===== config.mk =====
export PLATFORM = sky130hd
export DESIGN_NAME = systolic_seq_ctrl
export DESIGN_NICKNAME = d
export VERILOG_FILES = /design/src/rtl/systolic_pkg.sv /design/src/rtl/systolic_skew_feeder.sv /design/src/rtl/systolic_seq_ctrl.sv
export SDC_FILE = /design/constraint.sdc
export NUM_CORES = 2
export LEC_CHECK = 0
export ABC_AREA = 1
export CAP_MARGIN = 30
export CORE_MARGIN = 10
export CORE_UTILIZATION = 30
export DETAILED_ROUTE_END_ITERATION = 16
export SYNTH_ARGS = -nofsm -noshare
export SYNTH_HDL_FRONTEND = slang
export SYNTH_HIERARCHICAL = 1
export SYNTH_SLANG_ARGS = --single-unit

===== constraint.sdc =====
create_clock -name clk -period 2.2 [get_ports clk]
set_clock_uncertainty 0.1 [all_clocks]
set_input_delay 0.44 -clock clk [delete_from_list [all_inputs] [get_ports clk]]
set_output_delay 0.44 -clock clk [all_outputs]
set_load 0.01 [all_outputs]

===== src/rtl/systolic_pkg.sv =====
// systolic_pkg: shared constants and types for the systolic sequencer.
// Array size, feed length, FSM state encoding and load-port select codes.
package systolic_pkg;

  localparam int N          = 4;
  localparam int DEF_DATA_W = 32;
  localparam int FEED_LEN   = 3*N - 2;

  // Width of the feed counter; FEED_LEN-1 = 9 fits in 4 bits.
  localparam int T_W = 4;
  localparam logic [T_W-1:0] FEED_LAST = T_W'(FEED_LEN - 1);

  typedef enum logic [2:0] {
    IDLE,
    CLEAR,
    FEED,
    DRAIN,
    CAPTURE
  } state_t;

  localparam logic LD_SEL_A = 1'b0;
  localparam logic LD_SEL_B = 1'b1;

  // Flat buffer index of element [r][c] in a row-major 4x4 matrix.
  function automatic logic [3:0] mat_idx(
    input logic [1:0] r,
    input logic [1:0] c
  );
    return {r, c};
  endfunction

endpackage


===== src/rtl/systolic_skew_feeder.sv =====
// systolic_skew_feeder: registered, skewed operand lanes for the array.
// Ports: clk, rst, en (FEED state), t (feed counter), a_mat/b_mat
// (row-major operand buffers), row_op[i] = A[i][t-i], col_op[j] = B[t-j][j],
// both zero outside 0..3 or when en is low.
module systolic_skew_feeder
  import systolic_pkg::*;
#(
  parameter int DATA_W = DEF_DATA_W
) (
  input  logic                        clk,
  input  logic                        rst,
  input  logic                        en,
  input  logic [T_W-1:0]              t,
  input  logic [N*N-1:0][DATA_W-1:0]  a_mat,
  input  logic [N*N-1:0][DATA_W-1:0]  b_mat,
  output logic [N-1:0][DATA_W-1:0]    row_op,
  output logic [N-1:0][DATA_W-1:0]    col_op
);

  for (genvar g = 0; g < N; g++) begin : g_lane
    localparam logic [T_W-1:0] OFS = T_W'(g);

    logic [T_W-1:0]    k;
    logic              hit;
    logic [DATA_W-1:0] row_q;
    logic [DATA_W-1:0] col_q;

    // Lane g carries element k = t-g; the skew is the same for rows
    // and columns, so one window test serves both.
    assign k   = t - OFS;
    assign hit = en && (t >= OFS) && (k < T_W'(N));

    always_ff @(posedge clk) begin
      if (rst || !hit) begin
        row_q <= '0;
        col_q <= '0;
      end else begin
        row_q <= a_mat[mat_idx(OFS[1:0], k[1:0])];
        col_q <= b_mat[mat_idx(k[1:0], OFS[1:0])];
      end
    end

    assign row_op[g] = row_q;
    assign col_op[g] = col_q;
  end

endmodule


===== src/rtl/systolic_seq_ctrl.sv =====
// systolic_seq_ctrl: sequencer for the 4x4 output-stationary systolic array.
// Ports: ld_* host operand write port (IDLE only), start/busy/done control,
// array_clr/row_op/col_op/c_flat to the array, rd_addr/rd_data result read
// (1-cycle latency), run_count completed runs.
// Macro SYSTOLIC_SEQ_CTRL_PERF_EN enables the run and busy-cycle counters;
// without it run_count is tied to 0.
module systolic_seq_ctrl
  import systolic_pkg::*;
#(
  parameter int DATA_W       = DEF_DATA_W,
  parameter int DRAIN_CYCLES = 2
) (
  input  logic                 clk,
  input  logic                 rst,
  input  logic                 ld_valid,
  output logic                 ld_ready,
  input  logic                 ld_sel,
  input  logic [3:0]           ld_addr,
  input  logic [DATA_W-1:0]    ld_data,
  input  logic                 start,
  output logic                 busy,
  output logic                 done,
  output logic                 array_clr,
  output logic [4*DATA_W-1:0]  row_op,
  output logic [4*DATA_W-1:0]  col_op,
  input  logic [16*DATA_W-1:0] c_flat,
  input  logic [3:0]           rd_addr,
  output logic [DATA_W-1:0]    rd_data,
  output logic [15:0]          run_count
);

  localparam int D_W =
    (DRAIN_CYCLES > 1) ? $clog2(DRAIN_CYCLES) : 1;
  localparam logic [D_W-1:0] DRAIN_LAST =
    D_W'(DRAIN_CYCLES - 1);

  typedef logic [N*N-1:0][DATA_W-1:0] mat_t;

  state_t         state;
  state_t         state_n;
  logic [T_W-1:0] t;
  logic [D_W-1:0] dcnt;
  mat_t           a_buf;
  mat_t           b_buf;
  mat_t           c_buf;
  logic           ld_fire;

  logic [N-1:0][DATA_W-1:0] row_l;
  logic [N-1:0][DATA_W-1:0] col_l;

  always_ff @(posedge clk) begin
    if (rst) begin
      state <= IDLE;
    end else begin
      state <= state_n;
    end
  end

  always_comb begin
    state_n = state;
    unique case (state)
      IDLE:    if (start) state_n = CLEAR;
      CLEAR:   state_n = FEED;
      FEED:    if (t == FEED_LAST) state_n = DRAIN;
      DRAIN:   if (dcnt == DRAIN_LAST) state_n = CAPTURE;
      CAPTURE: state_n = IDLE;
      default: state_n = IDLE;
    endcase
  end

  // Counters free-run only inside their own state and rest at 0.
  always_ff @(posedge clk) begin
    if (rst) begin
      t    <= '0;
      dcnt <= '0;
    end else begin
      t    <= (state == FEED)  ? t + 1'b1    : '0;
      dcnt <= (state == DRAIN) ? dcnt + 1'b1 : '0;
    end
  end

  assign ld_ready  = (state == IDLE);
  assign busy      = (state != IDLE);
  assign done      = (state == CAPTURE);
  assign array_clr = rst || (state == CLEAR);
  assign ld_fire   = ld_valid && ld_ready;

  // A write accepted alongside start lands before CLEAR, so the run
  // that start launches already sees it.
  always_ff @(posedge clk) begin
    if (rst) begin
      a_buf <= '0;
      b_buf <= '0;
    end else if (ld_fire) begin
      unique case (1'b1)
        ld_sel == LD_SEL_A: a_buf[ld_addr] <= ld_data;
        ld_sel == LD_SEL_B: b_buf[ld_addr] <= ld_data;
        default: ;
      endcase
    end
  end

  always_ff @(posedge clk) begin
    if (rst) begin
      c_buf <= '0;
    end else if (state == CAPTURE) begin
      c_buf <= c_flat;
    end
  end

  always_ff @(posedge clk) begin
    if (rst) begin
      rd_data <= '0;
    end else begin
      rd_data <= c_buf[rd_addr];
    end
  end

  systolic_skew_feeder #(
    .DATA_W (DATA_W)
  ) u_feeder (
    .clk    (clk),
    .rst    (rst),
    .en     (state == FEED),
    .t      (t),
    .a_mat  (a_buf),
    .b_mat  (b_buf),
    .row_op (row_l),
    .col_op (col_l)
  );

  assign row_op = row_l;
  assign col_op = col_l;

`ifdef SYSTOLIC_SEQ_CTRL_PERF_EN
  logic [15:0] runs_q;
  logic [31:0] busy_cycles;

  always_ff @(posedge clk) begin
    if (rst) begin
      runs_q      <= '0;
      busy_cycles <= '0;
    end else begin
      if (done) runs_q <= runs_q + 16'd1;
      if (busy) busy_cycles <= busy_cycles + 32'd1;
    end
  end

  assign run_count = runs_q;
`else
  assign run_count = '0;
`endif

endmodule


==> out/metrics.csv <==
stage,metric,value,unit
outcome,status,"complete, but fails checks",
outcome,violations,setup timing,
min_path,hp-class,in2reg,
clocking,clockBufferDepth,3,
synth,netlist.area_leader.share,46.7,%
routing,drt-total-wl,319000,um
synth,ys_warn_count,6,
routing,post-route-drc-count,0,
floorplanning,die_w,531,um
global_routing,grt_usage,21.3,%
synth,synth_ff_type,dfxtp_1,
floorplanning,die_h,531,um
job,maxCapViolCount,0,
clocking,cts-buffers-inserted,200,
final_layout,fin_nets,12800,
worst_setup_path,worst-path-buf-inv,3,
floorplanning,dieArea,282000,sq um
clocking,cts_tree,done,
worst_setup_path,crit_family,flip-flops,
timing,maxSlewViolCount,0,
worst_setup_path,slowest_delay,0.33,ns
final_layout,finish.utilization,38.4,%
worst_setup_path,end_kind,primary output,
floorplanning,core,260000,sq um
clocking,clock_sinks,1832,
worst_setup_path,worst-setup-path-type,reg2out,
timing,setup_viol,2,
timing,fin_crit_sh,102,%
worst_setup_path,worst_setup_path_start_kind,register,
final_layout,multi_input_area,31900,sq um
routing,drtIter0Drc,7678,
synth,synth_area_leaders,"dfxtp_1 (47%), nor2_1 (11%), nand2_1 (9.6%)",
power_and_ir_drop,vdd_drop_max,0.000745,V
placement,place_ws,-0.317,ns
global_routing,grt_max_degree,98,
worst_setup_path,cp_max_fo,2,
synth,syn-cell-area,78500,sq um
clocking,path_clk_slew,0.06,ns
final_layout,area_growth,27.1,%
clocking,h-tree-depth,4,
final_layout,fillers,27300,
synth,async_flop_share,0,%
timing,max_freq,447,MHz
timing,maxSlewHeadroom,56.7,%
routing,ant_nets,0,
final_layout,final_area,99700,sq um
global_routing,grt_pass1_vias,69100,
timing,setup_ws,-0.0361,ns
worst_setup_path,cp_slowest_cell,dfxtp_2,
worst_setup_path,cp_cell_sequence,nor2_4 > nand2_4 > inv_8 > buf_6 > buf_6,
timing,timing.hold.ws,0.0763,ns
worst_setup_path,cp_data_required_time,1.66,ns
synth,synthDistinctLibCells,27,
worst_setup_path,critPathMostFrequentCell,buf_6,
placement,gp_congestion,0.921,
power_and_ir_drop,power.density,779,nW/um^2
global_routing,grt_pass1_wl,468000,um
final_layout,drive_above_1_share,7.12,%
routing,drt_first_pass_iters,6,
synth,ys_ff_latch,1832,
routing,wire_per_inst,20.0,um
timing,rsz0062_at_grt,yes,
power_and_ir_drop,power.total,77.7,mW
timing,hold_viol,0,
final_layout,register_area,36700,sq um
power_and_ir_drop,leakage,44.4,nW
clocking,clk_latency,0.85,ns
synth,synth_edf_count,0,
timing,period_needed,2.24,ns
global_routing,antenna_found_initial,68,
clocking,root_buffer,clkbuf_16,
floorplanning,rows,187,
placement,dpl.hpwl,215000,um
synth,avgSynthCellArea,6.76,sq um
worst_setup_path,cp.arrival,1.70,ns
timing,worst_pin_slew,0.642,ns
global_routing,gr-total-overflow,0,
synth,syn_inst,11600,
routing,vias,75600,
floorplanning,start_util,30.2,%
synth,synth_top_cell_by_area,dfxtp_1,
routing,viasPerCell,4.74,
synth,synth-seq-area-share,46.7,%
placement,portBuffers,848,
placement,placedInstanceArea,92500,sq um
floorplanning,ioPinCount,865,
==> repair_timing <==
action | CTS | global route
hold buffers | 30 | 0
cloned | 0 | 0
gates resized for setup | 333 | 24
pin swaps | 3 | 3
setup buffers | 3 | 3
hold endpoints to repair | 592 | 0
endpoints found under the setup margin | 292 | 22
==> per-layer routing <==
| layer | vias to the layer above | global-route usage [%] | wire [um] |
|---|---|---|---|
| li1 | 37000 | - | - |
| met5 | - | 0 | 174 |
| met3 | 503 | 4.44 | 26100 |
| met2 | 2779 | 32.7 | 140000 |
| met4 | 26 | 8.23 | 13000 |
| met1 | 35300 | 29.2 | 140000 |
==> cell usage after synthesis, types with 3 or more instances <==
cell and instances:
inv_2 3, clkbuf_1 443, nand2_2 3, dfxtp_1 1832
buf_2 264, nand2_1 2010, nand3_1 838, ha_1 7
buf_4 30, nor2_8 20, a21oi_1 610, buf_1 93
inv_1 1550, nor2_1 2287, buf_6 60, o21ai_0 1425
o21ai_1 113
==> cells in the final DEF (no fill, tap or decap), types with 3 or more instances in the layout <==
cell | Yosys | layout
a21oi_1 | 610 | 610
buf_12 | 2 | 177
buf_2 | 264 | 34
buf_4 | 30 | 260
buf_6 | 60 | 7
bufinv_16 | 0 | 23
clkbuf_1 | 443 | 40
clkbuf_16 | 0 | 201
clkbuf_8 | 0 | 45
clkdlybuf4s15_1 | 0 | 4
clkdlybuf4s15_2 | 0 | 4
clkdlybuf4s50_1 | 0 | 520
clkinv_16 | 0 | 8
clkinv_2 | 0 | 34
clkinv_4 | 0 | 5
clkinvlp_4 | 0 | 5
conb_1 | 1 | 16
dfxtp_1 | 1832 | 1820
dfxtp_2 | 0 | 7
dfxtp_4 | 0 | 5
diode_2 | 0 | 42
dlygate4sd2_1 | 0 | 279
dlygate4sd3_1 | 0 | 30
ha_1 | 7 | 6
inv_1 | 1550 | 1542
inv_2 | 3 | 3
inv_4 | 0 | 3
inv_8 | 0 | 5
nand2_1 | 2010 | 2007
nand2_4 | 0 | 3
nand3_1 | 838 | 836
nand3_4 | 2 | 4
nor2_1 | 2287 | 2268
nor2_2 | 1 | 16
nor2_4 | 0 | 4
nor2_8 | 20 | 20
o21ai_0 | 1425 | 1425
o21ai_1 | 113 | 113
==> stage by stage <==
stage,instances,setup TNS [ns]
3_5_place_dp,15500,-215.18
2_1_floorplan,11600,0
4_1_cts,15900,-0.586
5_1_grt,15900,-0.311
6_report,15900,-0.0509
3_3_place_gp,15500,-198.09
==> layout make-up <==
class                   instances  area share [%]
well taps                    3496            4.39
flip-flops and latches       1832            36.8
multi-input cells            7338            31.9
clock inverters                79            1.24
inverters                    1554            5.89
repair buffers               1317            13.8
diodes                         42           0.105
clock buffers                 285            5.80
==> worst reg2reg max path, stage by stage, from the launching register on <==
cell and delay, ns:
dfxtp_2 0.33, nor2_4 0.14, buf_6 0.13, nand2_8 0.07, buf_4 0.20, buf_12 0.17
buf_12 0.27, o21ai_0 0.48, a21oi_1 0.09
==> flip-flops by register name, indices dropped and copies added (netlist names) <==
register and flops:
a_buf 512, b_buf 512, c_buf 512, dcnt 1, rd_data 32, state 3, t 4, u_feeder/g_lane.col_q 128
u_feeder/g_lane.row_q 128
==> logic make-up (layout without fill, tap and decap cells) <==
kind of cell | after synthesis | after routing | share of synthesized area (%)
buffers and inverters | 2446 | 3235 | 12.9
xor gates and xnor gates | 1 | 1 | 0.0112
and+or+nand+nor | 5164 | 5164 | 26.5
AOI/OAI and AO/OA | 2150 | 2150 | 13.7
adders and majority gates | 7 | 7 | 0.112
DFF | 1832 | 1832 | 46.7
other | 1 | 58 | 0.00478
==> path summary, 6_finish.rpt <==
check | endpoint | start | depth (start not counted) | slack [ns]
setup / recovery | ld_ready | state[1]$_SDFFE_PP0P_ | 5 | -0.04
hold / removal | c_buf[178]$_SDFFE_PP0P_ | c_flat[178] | 3 | 0.08
setup reg to reg | c_buf[339]$_SDFFE_PP0P_ | state[1]$_SDFFE_PP0P_ | 8 | 0.07
hold reg to reg | c_buf[256]$_SDFFE_PP0P_ | c_buf[256]$_SDFFE_PP0P_ | 2 | 0.35
==> power by group <==
part	leakage [nW]	internal (mW)	switching (mW)	total, mW
sequential	14.8	33.5	0.150	33.6
combinational	26.2	2.87	5.27	8.14
clock	3.44	21.1	14.9	36.0
Note: power is estimated with default switching activity, not from simulation.
